--- src/rtl/mem_arb_pkg.sv ---
// Shared types and defaults for the unified-memory port arbiter.
package mem_arb_pkg;

  typedef enum logic [1:0] {
    IDLE    = 2'd0,
    IF_BUSY = 2'd1,
    D_BUSY  = 2'd2
  } arbState_t;

  localparam int LATENCY_DEFAULT    = 2;
  localparam int STARVE_MAX_DEFAULT = 3;

endpackage

--- src/rtl/mem_port_arbiter.sv ---
// Arbitrates instruction fetch and data accesses onto one memory port.
// Each transfer holds the port for LATENCY cycles; acks follow one cycle later.
module mem_port_arbiter
  import mem_arb_pkg::*;
#(
  parameter int LATENCY    = LATENCY_DEFAULT,
  parameter int STARVE_MAX = STARVE_MAX_DEFAULT
) (
  input  logic        clk,
  input  logic        rest,
  input  logic        if_req,
  input  logic [15:0] if_addr,
  input  logic        d_read,
  input  logic        d_write,
  input  logic [15:0] d_addr,
  input  logic [15:0] d_wdata,
  input  logic [15:0] mem_rdata,
  output logic [15:0] mem_addr,
  output logic        mem_read,
  output logic        mem_write,
  output logic [15:0] mem_wdata,
  output logic        if_ack,
  output logic [15:0] if_rdata,
  output logic        d_ack,
  output logic [15:0] d_rdata,
  output logic        freeze_if,
  output logic        freeze_pipe
);

  localparam int SW = (STARVE_MAX < 1) ? 1 : $clog2(STARVE_MAX + 1);
  localparam logic [SW-1:0] STARVE_LIM = SW'(STARVE_MAX);
  localparam logic [2:0]    CNT_LOAD   = 3'(LATENCY - 1);

  arbState_t     state, stateNext;
  logic [2:0]    cnt;
  logic [SW-1:0] starveCnt;
  logic [15:0]   latAddr, latWdata;
  logic          latWrite;
  logic          ifAckQ, dAckQ;
  logic [15:0]   ifRdataQ, dRdataQ;
  logic          ifReqEff, dReqEff, grantIf, grantD, busy, busyDone;

  // A requester being acked this cycle is still holding its line; mask it.
  always_comb begin
    ifReqEff  = if_req & ~ifAckQ;
    dReqEff   = (d_read | d_write) & ~dAckQ;
    busy      = (state != IDLE);
    busyDone  = busy && (cnt == 3'd0);
    grantIf   = 1'b0;
    grantD    = 1'b0;
    stateNext = state;
    case (state)
      IDLE: begin
        if (dReqEff && !(ifReqEff && (starveCnt == STARVE_LIM))) begin
          grantD    = 1'b1;
          stateNext = D_BUSY;
        end else if (ifReqEff) begin
          grantIf   = 1'b1;
          stateNext = IF_BUSY;
        end
      end
      IF_BUSY, D_BUSY: begin
        if (cnt == 3'd0) stateNext = IDLE;
      end
      default: stateNext = IDLE;
    endcase
  end

  always_ff @(posedge clk) begin
    if (rest) state <= IDLE;
    else      state <= stateNext;
  end

  always_ff @(posedge clk) begin
    if (rest) begin
      cnt       <= 3'd0;
      starveCnt <= '0;
      latAddr   <= 16'h0000;
      latWdata  <= 16'h0000;
      latWrite  <= 1'b0;
      ifAckQ    <= 1'b0;
      dAckQ     <= 1'b0;
      ifRdataQ  <= 16'h0000;
      dRdataQ   <= 16'h0000;
    end else begin
      ifAckQ <= busyDone && (state == IF_BUSY);
      dAckQ  <= busyDone && (state == D_BUSY);

      if (grantIf || grantD) begin
        cnt      <= CNT_LOAD;
        latAddr  <= grantD ? d_addr : if_addr;
        latWdata <= grantD ? d_wdata : 16'h0000;
        latWrite <= grantD & d_write;
      end else if (busy && (cnt != 3'd0)) begin
        cnt <= cnt - 3'd1;
      end

      if (grantIf)
        starveCnt <= '0;
      else if (grantD && ifReqEff && (starveCnt != STARVE_LIM))
        starveCnt <= starveCnt + SW'(1);

      if (busyDone) begin
        if (state == IF_BUSY)  ifRdataQ <= mem_rdata;
        else if (!latWrite)    dRdataQ  <= mem_rdata;
      end
    end
  end

  assign mem_addr    = latAddr;
  assign mem_wdata   = latWdata;
  assign mem_read    = busy & ~latWrite;
  assign mem_write   = busy & latWrite;
  assign if_ack      = ifAckQ;
  assign d_ack       = dAckQ;
  assign if_rdata    = ifRdataQ;
  assign d_rdata     = dRdataQ;
  assign freeze_if   = if_req & ~ifAckQ;
  assign freeze_pipe = (d_read | d_write) & ~dAckQ;

endmodule

--- config.mk ---
export PLATFORM = sky130hd
export DESIGN_NAME = mem_port_arbiter
export DESIGN_NICKNAME = d
export VERILOG_FILES = /design/src/rtl/mem_arb_pkg.sv /design/src/rtl/mem_port_arbiter.sv
export SDC_FILE = /design/constraint.sdc
export NUM_CORES = 1
export LEC_CHECK = 0
export ABC_AREA = 1
export BUFFER_PORTS_ARGS = -buffer_cell sky130_fd_sc_hd__buf_2
export CAP_MARGIN = 15
export CORE_UTILIZATION = 45
export CTS_CLUSTER_DIAMETER = 200
export DETAILED_ROUTE_END_ITERATION = 8
export GPL_ROUTABILITY_DRIVEN = 0
export MAX_ROUTING_LAYER = met4
export PLACE_DENSITY = 0.77
export SYNTH_ARGS = -nofsm -noshare
export SYNTH_HDL_FRONTEND = slang
export SYNTH_SLANG_ARGS = --single-unit
--- constraint.sdc ---
create_clock -name clk -period 2.05 [get_ports clk]
set_input_delay 0.1025 -clock clk [delete_from_list [all_inputs] [get_ports clk]]
set_output_delay 0.1025 -clock clk [all_outputs]
set_load 0.005 [all_outputs]
==> results.py <==
metrics = {
    "die": {
        "die_h_um": 85.2,
        "num_rows": 29,
        "io_pins": 139,
        "fp.dieArea_um2": 7250,
        "initial_core_util_pct": 47.9,
        "die_x_um": 85.2,
        "core_region_area_um2": 6490,
    },
    "place": {
        "io_buffers": 138,
        "hpwl_um": 5440,
        "dp_slack_ps": 306,
    },
    "sta": {
        "fmax_mhz": 572,
        "clock_skew_ps": 7.07,
        "grt_setup_unrepaired": "no",
        "slew_headroom_pct": 64.4,
        "holdWs_ps": 26.3,
        "max_slew.worst_pin.slew_ps": 533,
        "fin_setup_tns_ps": 0,
        "setup-violations-final": 0,
        "worst_slack_ps": 303,
        "fin_crit_sh_pct": 85.2,
        "min_period_ps": 1750,
        "hold_viol_final": 0,
        "slew_violations": 0,
    },
    "route": {
        "drt_pre_antenna_iters": 4,
        "num_vias": 3102,
        "first_iter_violations": 91,
        "drt-total-wl_um": 7430,
        "drc": 0,
        "postRouteAntennaNets": 0,
        "via_per_inst": 4.70,
        "routedWlPerCell_um": 11.3,
    },
    "clock_network": {
        "clock_path_buffers": 2,
        "cts.sinks": 74,
        "cts_tree": "built",
        "clk_pin_slew_ps": 70,
        "htreeDepth": 3,
        "cts-root-buf": "clkbuf_8",
        "numCtsBuffers": 9,
        "cts_resized": 0,
        "clk_latency_ps": 330,
    },
    "logic_synthesis": {
        "synth.most_common_cell": "nand2_1",
        "syn_inst": 425,
        "syn-cell-area_um2": 3110,
        "async_flop_share_pct": 0,
        "avgSynthCellArea_um2": 7.32,
        "yosysUniqueCellTypes": 25,
        "ys.warnings.count": 0,
        "synth-seq-area-share_pct": 47.6,
        "synth_common_cells": "nand2_1 (130), nor2_1 (93), dfxtp_1 (74), o21ai_0 (34), inv_1 (18)",
        "synthTopCellsByArea": "dfxtp_1 (48%), nand2_1 (16%), nor2_1 (11%)",
        "synth_ff_type": "dfxtp_1",
        "synth_edf_count": 0,
        "synth_seq_cells": 74,
        "synth_top_cell_by_area": "dfxtp_1",
        "synth_nets": 500,
        "synth_top_area_share_pct": 47.6,
    },
    "power": {
        "powerDensity_nw_per_um2": 958,
        "total_power_mw": 4.08,
        "ir_drop_uv": 517,
        "leakage_nw": 2.23,
    },
    "grt": {
        "grt_pass1_wl_um": 12200,
        "grt_usage_pct": 21.9,
        "antenna_found_initial": 0,
        "overflow": 0,
        "grt_max_degree": 33,
        "grt_pass1_vias": 2902,
    },
    "hold_path": {
        "worstHoldStart": "rest",
        "min_path_type": "primary input to flop",
    },
    "worst_setup_path": {
        "critical_path_arrival_ps": 2020,
        "start_kind": "flop",
        "cp_data_required_time_ps": 2320,
        "endpoint_kind": "flop",
        "crit_start": "state[0]$_SDFFE_PP0P_",
        "critPathKind": "flop to flop",
        "critical_path_peak_fanout": 18,
        "rr_startpoint": "state[0]$_SDFFE_PP0P_",
    },
    "finish": {
        "n_fill_cell": 606,
        "drive_gt1_share_pct": 31.6,
        "area_growth_pct": 36.8,
        "n_antenna_cell": 0,
        "multi_input_area_um2": 1440,
        "seq_area_um2": 1480,
        "nets": 654,
    },
    "run_status": {
        "status": "finished, final reports clean",
    },
    "run": {
        "maxCapViolCount": 0,
    },
}
-- critical path, stage by stage (launching register included) --
cell     delay (ps)
dfxtp_1         360
inv_1            70
ha_1            320
nand3_4         200
inv_2           160
nor2_4          380
inv_1           100
nor2_1           90
-- final cells by class --
class,instances,share of cell area [%]
clock buffer,10,3.23
clock inverter,5,2.41
inverter,21,1.85
multi-input combinational,311,33.8
sequential,74,34.8
tap,77,2.26
timing repair buffer,162,21.7
-- report_power, final --
group	leakage [nW]	internal [mW]	switching (mW)
registers	0.607	1.63	0.0914
clock network	0.118	0.833	0.505
logic	1.50	0.455	0.570
total	2.23	2.91	1.17
-- layout by cell type (no fill, tap or decap), drive strengths merged --
cell type,count
dlygate4sd3,16
nand3,8
nand2,132
xor2,1
clkinv,1
bufinv,3
a21oi,3
nand3b,16
nand4,1
buf,146
clkinvlp,1
xnor2,1
clkbuf,10
dfxtp,74
inv,21
nor2,108
o21ai,34
ha,6
and2,1
-- per-layer routing --
layer / wire, um / vias to the layer above / global-route usage (%)
met5: 0 / - / -
met4: 119 / 0 / 10.0
met3: 536 / 11 / 5.25
met2: 3480 / 117 / 37.4
met1: 3300 / 1351 / 24.2
li1: - / 1623 / -
-- state kept, by name (all words and copies together), names as in the netlist --
register	flops
cnt	3
d_ack	1
d_rdata	16
if_ack	1
if_rdata	16
latWrite	1
mem_addr	16
mem_wdata	16
starveCnt	2
state	2
-- final timing paths --
path,to,slack (ps),cells after the start
worst max-delay path,cnt[2]$_SDFFE_PP0P_,300,7
worst min-delay path,d_ack$_SDFF_PP0_,30,2
worst max register to register,cnt[2]$_SDFFE_PP0P_,300,7
worst min register to register,mem_wdata[1]$_SDFFE_PP0P_,450,2
-- per-stage QoR --
stage,std cells,util [%],cell area (um2)
2_1_floorplan,425,-,3110
3_3_place_gp,629,59.4,3860
3_5_place_dp,629,59.4,3860
4_1_cts,660,65.6,4260
5_1_grt,660,65.6,4260
6_report,660,65.6,4260
-- kinds of logic (layout without fill, tap and decap cells) --
| family | count (synthesis) | count (layout) | share of synthesized area [%] |
|---|---|---|---|
| compound gates | 37 | 37 | 5.95 |
| xor+xnor | 2 | 2 | 0.563 |
| fa+ha+maj | 6 | 6 | 2.41 |
| buf+inv | 40 | 198 | 6.19 |
| flops | 74 | 74 | 47.6 |
| simple gates | 266 | 266 | 37.3 |
-- repair_timing --
| item | 4_1_cts | 5_1_grt |
|---|---|---|
| endpoints found under the hold margin | 16 | 0 |
| hold buffers | 16 | 0 |
| endpoints found under the setup margin | 0 | 0 |
| setup buffers | 0 | 0 |
No activity file was read; power rests on OpenSTA's default activity.
